===== config.mk =====
export PLATFORM = sky130hd
export DESIGN_NAME = frame_draw_sequencer
export DESIGN_NICKNAME = d
export VERILOG_FILES = /design/src/rtl/frame_draw_sequencer.sv
export SDC_FILE = /design/constraint.sdc
export NUM_CORES = 1
export LEC_CHECK = 0
export ABC_AREA = 1
export CAP_MARGIN = 25
export CELL_PAD_IN_SITES_DETAIL_PLACEMENT = 1
export CELL_PAD_IN_SITES_GLOBAL_PLACEMENT = 1
export CORE_MARGIN = 2
export CORE_UTILIZATION = 28
export DETAILED_ROUTE_END_ITERATION = 12
export PLACE_DENSITY_LB_ADDON = 0.15
export RECOVER_POWER = 100
export SKIP_LAST_GASP = 1
export SLEW_MARGIN = 20
export SYNTH_ARGS = -nofsm -noshare
export SYNTH_HDL_FRONTEND = slang
export SYNTH_SLANG_ARGS = --single-unit
export TNS_END_PERCENT = 30

===== constraint.sdc =====
create_clock -name Clock -period 2.3 [get_ports Clock]
set_input_delay 0.46 -clock Clock [delete_from_list [all_inputs] [get_ports Clock]]
set_output_delay 0.46 -clock Clock [all_outputs]
set_load 0.05 [all_outputs]

===== src/rtl/frame_draw_sequencer.sv =====
// Per-frame draw sequencer: background redraw, then lander sprite, then idle until frameTick.
// Pixel path: 1-cycle registered pipeline, aligned with the 1-cycle background ROM read.
// No backpressure: the VGA stream is fire-and-forget; extra frame ticks while drawing are dropped.
module frame_draw_sequencer #(
  parameter logic [2:0] TRANSPARENT = 3'b000,
  parameter logic [2:0] MAX_LEVEL   = 3'd4
) (
  input  logic       Clock,
  input  logic       Resetn,
  input  logic       frameTick,
  input  logic       levelReq,
  input  logic [2:0] nextLevel,
  input  logic       backgroundDone,
  input  logic [7:0] backgroundX,
  input  logic [6:0] backgroundY,
  input  logic [2:0] backgroundColour,
  input  logic       spriteDone,
  input  logic [7:0] spriteX,
  input  logic [6:0] spriteY,
  input  logic [2:0] spriteColour,
  output logic       backgroundSignal,
  output logic       plotSignal,
  output logic       spriteSignal,
  output logic [2:0] currentLevel,
  output logic [7:0] vgaX,
  output logic [6:0] vgaY,
  output logic [2:0] vgaColour,
  output logic       writeEn,
  output logic       frameBusy
);

  localparam logic [2:0] S_START        = 3'd0;
  localparam logic [2:0] S_BG           = 3'd1;
  localparam logic [2:0] S_BG_FLUSH     = 3'd2;
  localparam logic [2:0] S_SPRITE       = 3'd3;
  localparam logic [2:0] S_SPRITE_FLUSH = 3'd4;
  localparam logic [2:0] S_WAIT         = 3'd5;

  logic [2:0] state;
  logic [2:0] state_nxt;

  logic       pend_vld;
  logic [2:0] pend_lvl;
  logic       level_ok;
  logic       frame_start;

  logic [7:0] p_x;
  logic [6:0] p_y;
  logic       p_vld;
  logic       p_src_sprite;
  logic [2:0] p_col;
  logic [2:0] src_colour;
  logic       sprite_phase;

  assign level_ok     = levelReq && (nextLevel <= MAX_LEVEL);
  assign frame_start  = (state == S_WAIT) && frameTick;
  assign sprite_phase = (state == S_SPRITE);

  // Next-state: phases advance on drawer done flags; frameTick only counts in S_WAIT.
  always_comb begin
    state_nxt = state;
    case (state)
      S_START:        state_nxt = S_BG;
      S_BG:           if (backgroundDone) state_nxt = S_BG_FLUSH;
      S_BG_FLUSH:     state_nxt = S_SPRITE;
      S_SPRITE:       if (spriteDone) state_nxt = S_SPRITE_FLUSH;
      S_SPRITE_FLUSH: state_nxt = S_WAIT;
      S_WAIT:         if (frameTick) state_nxt = S_BG;
      default:        state_nxt = S_START;
    endcase
  end

  // State register.
  always_ff @(posedge Clock or negedge Resetn) begin
    if (!Resetn) state <= S_START;
    else         state <= state_nxt;
  end

  // Level requests park in a pending slot and only reach currentLevel at a frame boundary.
  always_ff @(posedge Clock or negedge Resetn) begin
    if (!Resetn) begin
      pend_vld     <= 1'b0;
      pend_lvl     <= 3'd0;
      currentLevel <= 3'd0;
    end else begin
      if (frame_start && pend_vld) begin
        currentLevel <= pend_lvl;
        pend_vld     <= 1'b0;
      end
      // A request arriving in the same cycle as the apply stays pending for the next frame.
      if (level_ok) begin
        pend_lvl <= nextLevel;
        pend_vld <= 1'b1;
      end
    end
  end

  // Pixel pipeline: register coordinates and qualifiers so they line up with the ROM colour.
  // The background drawer raises done together with its final address, so every S_BG cycle
  // carries a real pixel; the last one lands on the VGA side during S_BG_FLUSH.
  // The sprite drawer raises done one cycle after its final address, so that cycle is dropped.
  always_ff @(posedge Clock or negedge Resetn) begin
    if (!Resetn) begin
      p_x          <= 8'd0;
      p_y          <= 7'd0;
      p_vld        <= 1'b0;
      p_src_sprite <= 1'b0;
      p_col        <= 3'd0;
    end else begin
      p_x          <= sprite_phase ? spriteX : backgroundX;
      p_y          <= sprite_phase ? spriteY : backgroundY;
      p_vld        <= (state == S_BG) || (sprite_phase && !spriteDone);
      p_src_sprite <= sprite_phase;
      p_col        <= spriteColour;
    end
  end

  assign src_colour = p_src_sprite ? p_col : backgroundColour;
  assign writeEn    = p_vld && !(p_src_sprite && (p_col == TRANSPARENT));
  assign vgaColour  = writeEn ? src_colour : 3'd0;
  assign vgaX       = p_x;
  assign vgaY       = p_y;

  assign backgroundSignal = (state == S_BG);
  assign plotSignal       = (state == S_BG) || (state == S_BG_FLUSH);
  assign spriteSignal     = (state == S_SPRITE);
  assign frameBusy        = (state == S_BG) || (state == S_BG_FLUSH) || (state == S_SPRITE);

endmodule


==> results of run 1 <==
## worst paths after layout
| kind | startpoint | end | slack [ns] |
|---|---|---|---|
| min in group asynchronous | Resetn | state[2] | 0.77 |
| hold reg to reg | pend_lvl[1] | pend_lvl[1] | 0.47 |
| setup reg to reg | state[2] | state[2] | 0.64 |
| setup / recovery | state[1] | frameBusy | 0.13 |
| max in group asynchronous | Resetn | state[0] | 1.06 |
| hold / removal | pend_lvl[1] | pend_lvl[1] | 0.47 |
## cells by family after synthesis
group,Yosys count
flops,30
buf+inv,12
compound gates,5
simple gates,97
## power groups by stage
| stage | Combinational (uW) | Clock [uW] | Sequential (uW) |
|---|---|---|---|
| after global routing | 1560 | 421 | 812 |
| final | 1460 | 383 | 787 |
| after detailed placement | 1650 | 0 | 807 |
| after global placement | 1610 | 0 | 790 |
| after CTS | 1660 | 400 | 799 |
| after floorplan | 594 | 0 | 1200 |
## cells in the final DEF, fill, tap and decap left out, drive strengths merged
master and n:
nand2 77, clkdlybuf4s50 40, dfrtp 30, dlygate4sd3 23
clkbuf 15, inv 10, nor2 7, nand3 7
nand4 5, a21oi 3, o21ai 2, nor3 1
dlymetal6s2s 1
## worst reg2reg max path, cell delays in order, from the launching register on
cell,delay (ns)
dfrtp_1,0.43
inv_1,0.18
nand3_1,0.57
nand2_1,0.24
nand4_1,0.11
nand2_1,0.07
## layout make-up
cell class                      instances  area (um^2)  area share, %
Sequential cell                        30          751           37.2
Timing Repair Buffer                   72          677           33.5
Multi-Input combinational cell        102          412           20.4
Clock buffer                            7         76.3           3.78
Tap cell                               52         65.1           3.22
Inverter                               10         37.5           1.86
## metrics by stage
stage	util (%)	instances	power [uW]	hold WS [ns]	worst slack [ns]
2_1_floorplan	-	144	1790	0.164	0.543
3_3_place_gp	47.3	266	2400	0.466	0.427
3_5_place_dp	47.3	266	2460	0.460	0.315
4_1_cts	49.0	273	2850	0.475	0.00792
5_1_grt	47.0	273	2790	0.508	0.0446
6_report	47.0	273	2630	0.469	0.126
## state kept, by name (all words and copies together), names as in the netlist
signal	flops
vgaX	8
vgaY	7
currentLevel	3
p_col	3
pend_lvl	3
state	3
p_src_sprite	1
p_vld	1
pend_vld	1
## routing by layer
layer  vias up  part of all wire, %  GRT usage [%]
li1        599                    -              -
met1       570                   38           16.6
met2        44                   54           29.7
met3         6                  6.9           5.92
met4         0                  1.5           7.69
met5         -                    0              0
## what timing repair did
action                     4_1_cts  5_1_grt
gates resized for setup          0        1
hold endpoints to repair         0        0
setup endpoints to repair        0        1
==> impl.org, run 1 <==
** Synthesis
- Post-synth top area cell :: dfrtp_1
- During synthesis, Yosys emitted a total of 0 warnings.
- In the synthesized netlist, mux cells make up 0% of the area.
- Post-synth top area share :: 61.2%
- Count leader, synth :: nand2_1
- Flip-flop and latch count after synthesis :: 30
- After synthesis the cells add up to between 1000 and 1500 um^2.
- The number of nets in the synthesized netlist is 189.
- Top flip-flop cell by instance count after synthesis :: dfrtp_1
- A synthesized cell averages 8.52 um^2.
- Register area share after synthesis :: around three fifths
- Count of flip-flops with a built-in enable after synthesis :: 0
- Synthesized-area fraction occupied by ao, oa, aoi and oai cells :: about 2%
- Post-synthesis share of cell area spent on xor and xnor gates :: 0%
- Basic-gate share of the synthesized area counting and, or, nand and nor cells :: about a third
- Of the total synthesized cell area, the portion taken by full adders, half adders and majority gates is 0%.
- In the synthesized netlist the async set-or-reset flop fraction comes to between 90% and 100%.
- After synthesis, the largest family of logic cells by area is simple AND/OR/NAND/NOR gates.
- Unique masters post-synth :: 14
- In the post-synthesis netlist, the biggest area contributors are dfrtp_1 (61%), nand2_1 (24%), nand3_1 (2.9%), inv_1 (2.8%), nand4_1 (2.0%).
- Synthesized instance count :: between 100 and 150
- Ranking of synthesized cells by instance count :: nand2_1 (77), dfrtp_1 (30), inv_1 (9)

** Timing
- Setup violations remaining at the end of the flow were counted as 0.
- Number of max-slew violations in the final report :: 0
- Final worst-path cycle share :: 94.5%
- Max frequency :: 460 MHz
- Rel. slew slack :: 50.8%
- RSZ-0062 raised after global routing :: false
- Setup TNS Final :: 0 ns
- Pin slew with the least headroom to its limit :: 0.737 ns
- The number of endpoints with negative hold slack in the final report is 0.
- Worst clock skew :: 0.00684 ns
- Min cycle time layout :: 2.17 ns

** Place
- The placed instances occupy a cell area of between 2000 and 2500 um^2.
- Routability Congestion :: 0.740
- After legalization and detailed placement, the total HPWL measured 2900 um.
- Number of I/O port buffers :: 70

** Detailed routing
- In this run the remaining antenna-violating nets after routing total 0.
- After detailed routing, the total wire length is around 3700 um.
- After detailed routing, the average wire length per cell comes to 13.5 um.
- Detailed Routing Iterations Pass 1 :: 4
- Remaining routing DRC violations :: 0
- After detailed routing, the number of vias per cell comes to 4.47.
- The first routing iteration left 31 violations.
- For this block, the via count after detailed routing is 1,219.

** Global routing
- The number of global-route vias before repair was 1,341.
- Global routing consumed, over all layers together, around 16% of the routing resources.
- The number of antenna violations at the first check in global routing is 0.
- Entering global routing, the biggest net connects 31 pins.
- After global routing the overflow that remains totals 0.
- Global-route wire length before repair :: 6200 um

** Clock network
- Post-CTS setup buffers :: 0
- After clock tree synthesis, the clock-pin slew on the worst setup and hold paths is 0.06 ns.
- For this design, the sink count on the clock tree is 30.
- The clock reaches the later pin of the worst-skew pair after 0.28 ns.
- Post-CTS Hold Buffers :: 0
- TritonCTS clock tree :: yes
- Root cell of the clock tree :: clkbuf_8
- H-tree levels :: 2
- Counting along the longest clock path gives a buffer depth of 2.
- Total clock buffers created by CTS :: 5

** Layout
- After filler insertion, the fill cell instance count of the layout stands at approximately 520.
- Number of inserted diodes :: 0
- The area growth from synthesis to layout is 64.6%.
- The finished cells cover 2020 um^2.
- After the last flow step, the layout net total stands at 266.
- Of the cells placed in the final design, the portion with a size suffix greater than 1 is 3.62%.

** Worst setup path
- At the worst endpoint, the required time is 1.84 ns.
- Critical path type :: reg2out
- Startpoint type of the worst setup path :: flip-flop
- Most used cell, CP :: nor2_1
- Worst reg-to-reg path cell count :: 5
- Setup crit end kind :: primary output
- Counting both buffers and inverters, the worst setup path holds a total of 1.
- Cell type of the slowest stage on the worst timing path :: clkdlybuf4s50_1
- Maximum fanout along the worst path :: 7
- Cell chain of the critical path :: nor2_1, nor2_1, clkdlybuf4s50_1
- In this design, the stage delay of the slowest critical-path cell is 0.80 ns.
- In this run the number of cells on the critical path is 3.
- CP delay by family, top :: buffers and inverters
- Critical path arrival :: 1.71 ns

** Min path
- The worst hold path belongs to the class reg2reg.
- Worst hold path stage count :: 2

** Floorplanning
- I/O pin cnt :: slightly above 70
- Core Area :: 4290 um^2
- The floorplan has 24 rows.
- The die is 70.2 um tall.
- Die footprint :: 4920 um^2
- Starting density of the core :: approximately 29%
- In this run the horizontal extent of the chip is 70.2 um.

** Power
- Static leakage power :: ~0.0010 uW
- Combinational group share of total power :: 55.4%
- Per report_power, the sequential group accounts for between 30% and 40% of the total.
- For this design the ratio of total power to cell area is 1300 nW/um^2.
- Clock share of power :: 14.6%
- For this design the total switching power over the nets is 1330 uW.
- IR Drop Worst-Case VDD :: 0.000420 V
- Fraction of power spent switching nets :: 50.8%
- The internal portion of the total power is 1290 uW.

** Flow run
- Max-cap violations in this run came to 0.

** Outcome
- The flow ran to the end, and the final reports show no timing, DRC or antenna violations.
Note: power is estimated with default switching activity, not from simulation.
==> run 2, diff against run 1 <==
--- a/config.mk
+++ b/config.mk
@@ -10,10 +10,11 @@
 export CELL_PAD_IN_SITES_DETAIL_PLACEMENT = 1
 export CELL_PAD_IN_SITES_GLOBAL_PLACEMENT = 1
 export CORE_MARGIN = 2
-export CORE_UTILIZATION = 28
+export CORE_UTILIZATION = 29
+export CTS_BUF_LIST = sky130_fd_sc_hd__clkbuf_4 sky130_fd_sc_hd__clkbuf_8
 export DETAILED_ROUTE_END_ITERATION = 12
 export PLACE_DENSITY_LB_ADDON = 0.15
-export RECOVER_POWER = 100
+export RECOVER_POWER = 50
 export SKIP_LAST_GASP = 1
 export SLEW_MARGIN = 20
 export SYNTH_ARGS = -nofsm -noshare
==> run 2 against run 1 <==
Count of clock-buffer cells in the layout is the same. Sequential power shrank 0.5%. Cell area grew 4.2%. Routed wire length grew 4.7%. Critical endpoint is now writeEn. Largest power group unchanged. Highest routed layer unchanged.
==> impl.org, run 2 (synthesis gave the netlist of run 1 again) <==
** Detailed routing
- The vias after detailed routing was 1,228 (+0.74%).
- The antenna violation net count after detailed routing came to 0 (unchanged).
- Mean routed wirelength per cell :: 14.2 um (+5.0%)
- The DRC violation total after the first TritonRoute iteration came to 21 (-32%).
- The via density per instance is 4.51 (+1.1%).
- Remaining routing DRC violations :: 0 (unchanged)
- The total length of routed wires came to 3860 um (+4.7%).
- Detailed Routing Iterations Pass 1 :: 4 (unchanged)

** Worst setup path
- Critical path arrival :: 1.76 ns (+0.05 ns)
- The worst setup path is captured at a primary output.
- Required time of the critical path :: 1.84 ns (about the same)
- Maximum fanout along the worst path :: 3 (-4)
- The critical path is of the reg2out type.
- The worst setup path is launched from a flip-flop.

** Global routing
- Global-route wire length before repair :: 6220 um (+0.32%)
- The number of antenna violations at the first check in global routing is 0 (unchanged).
- Via count of the first global-routing pass :: 1,328 (-0.97%)
- Pin count of the biggest net entering global routing :: 31 (unchanged)
- The global route total overflow came to 0 (unchanged).
- The global-route usage over all layers was 16.7% (+0.34 points).

** Place
- Post-DP HPWL :: 3060 um (+5.4%)
- The worst setup slack after placement is 0.378 ns (+0.0632 ns).
- The count of buffers from port buffering was 70 (unchanged).
- Routability Congestion :: 0.821 (+11%)
- Area after detailed placement :: 2030 um^2 (-0.12%)
- The post-placement cell count is 264 (-0.75%).

** Floorplanning
- Die footprint :: 4760 um^2 (-3.3%)
- DIE HEIGHT :: 69.0 um (-1.6%)
- Starting density of the core :: 30.4% (+1.9 points)
- Die Span X :: 69.0 um (-1.6%)
- The total I/O pin count is 71 (unchanged).
- Core Area :: 4030 um^2 (-6.2%)
- The number of cell rows came to 23 (-4.2%).

** Clock network
- The quantity of gates resized following cts was 0 (unchanged).
- The maximum level of the CTS H-tree came to 2 (unchanged).
- Clock network latency to the later pin of the worst-skew pair :: 0.28 ns (about the same)
- The number of clock buffers inserted by TritonCTS was 5 (unchanged).
- TritonCTS clock tree :: yes
- The buffer depth of the longest clock path came to 2 (unchanged).
- Clock slew seen by the registers of the worst setup and hold paths :: 0.06 ns (about the same)
- CTS sink count :: 30 (unchanged)
- The buffer count from post-CTS setup fixing is 0 (unchanged).
- The tree is rooted in a clkbuf_8.
- Post-CTS Hold Buffers :: 0 (unchanged)

** Layout
- The number of flip-flops under the largest register name came to 8 (unchanged).
- Area taken by flip-flops and latches :: 751 um^2 (unchanged)
- Filler cell count :: 469 (-10%)
- Compared with the post-synthesis result, the final layout area differs by 71.4%.
- The number of antenna repair diodes is 0 (unchanged).
- The layout cell share with drive strength beyond 1 was 6.76% (+3.1 points).
- The final non-filler cell area was 2100 um^2 (+4.2%).
- The library cells used most frequently in the layout, excluding fill and tap cells, are nand2_1 (77), clkdlybuf4s50_1 (59), dfrtp_1 (30).
- Nets :: 266 (unchanged)
- Footprint of the multi-input gates :: 412 um^2 (unchanged)
- Final cell count without fillers :: 272 (-0.37%)
- The library cell used most frequently in the layout, excluding fill and tap cells, is nand2_1.

** Power
- The cell internal power dissipation was 1480 uW (+15%).
- Total power divided by cell area :: 1350 nW/um^2 (+3.6%)
- Net switching power of the design :: 1350 uW (+1.2%)
- Combinational group share of total power :: 56.8% (+1.4 points)
- The clock group share of total power came to 15.5% (+0.9 points).
- Fraction of power spent switching nets :: 47.6% (-3.2 points)
- The static leakage was 0.00104 uW (+1.4%).
- The sequential group share of total power is 27.6% (-2.4 points).
- IR Drop Worst-Case VDD :: 0.000534 V (+27%)

** Min path
- The tightest min-delay check is of the reg2reg type.

** Timing
- The share of the clock period used by the worst path was 96.3% (+1.8 points).
- The setup TNS came to 0 ns (unchanged).
- Number of max-slew violations in the final report :: 0 (unchanged)
- Min cycle time layout :: 2.22 ns (+0.0416 ns)
- The maximum operating frequency was 451 MHz (-1.9%).
- Setup-violating endpoint count in the final report :: 0 (unchanged)
- Setup repair after global routing left no endpoint under its margin.
- Rel. slew slack :: 49.2% (-1.5 points)
- The number of endpoints with negative hold slack in the final report is 0 (unchanged).
- The worst-case hold slack came to 0.479 ns (+0.0100 ns).
- The clock skew after layout is 0.00766 ns (+0.000821 ns).
- Pin slew with the least headroom to its limit :: 0.762 ns (+0.0250 ns)
- Minimum setup slack in the final design :: 0.0840 ns (-0.0416 ns)

** Flow run
- The count of maximum capacitance violations is 0 (unchanged).

** Outcome
- The run finished with clean final reports.
-- run 2: changes by cell type in the layout (fill, tap and decap cells not counted), sizes merged --
cell           delta
buf               +6
clkbuf            -6
clkdlybuf4s50    +19
clkinv            +1
dlygate4sd3      -18
dlymetal6s2s      -1
-- run 2: power by group through the flow --
| stage | Clock [uW] | Sequential (uW) | Combinational (uW) |
|---|---|---|---|
| CTS | 455 | 792 | 1650 |
| floorplan | 0 | 1200 | 594 |
| finish | 440 | 783 | 1610 |
| global route | 478 | 807 | 1710 |
| global placement | 0 | 787 | 1610 |
| detailed placement | 0 | 802 | 1650 |
-- run 2: per-layer routing --
metal	vias up	GRT usage (%)	share of wire, %
met5	-	0	0
met4	0	5.88	1.1
met3	5	4.24	6.5
met2	53	31.0	53
met1	572	18.3	39
li1	598	-	-
-- run 2: cell type report --
type / instances / area share, %
clock buffer: 7 / 4.29
sequential: 30 / 35.7
tap: 50 / 2.98
inverter: 10 / 1.79
timing repair buffer: 72 / 35.4
multi-input combinational: 102 / 19.6
clock inverter: 1 / 0.238
-- run 2: final timing paths --
check                            start  slack [ns]  depth (start not counted)           to
max reg2reg                   state[1]        0.52                          5      vgaX[5]
max                           p_col[1]        0.08                          5      writeEn
min reg2reg                pend_lvl[1]        0.48                          2  pend_lvl[1]
min in group asynchronous       Resetn        0.79                          2      vgaX[5]
max in group asynchronous       Resetn        1.03                          2     state[1]
min                        pend_lvl[1]        0.48                          2  pend_lvl[1]
-- run 2: critical path, stage by stage, from the launching register on --
cell and delay, ns:
dfrtp_1 0.38, nor3_1 0.19, nand2_1 0.07, nand2_1 0.10
inv_1 0.05, clkdlybuf4s50_1 0.69
-- run 2: through the flow --
step / utilization (%) / power [uW]
finish: 52.2 / 2830
global route: 52.2 / 2990
CTS: 52.7 / 2900
detailed placement: 50.3 / 2450
global placement: 50.3 / 2400
floorplan: - / 1790
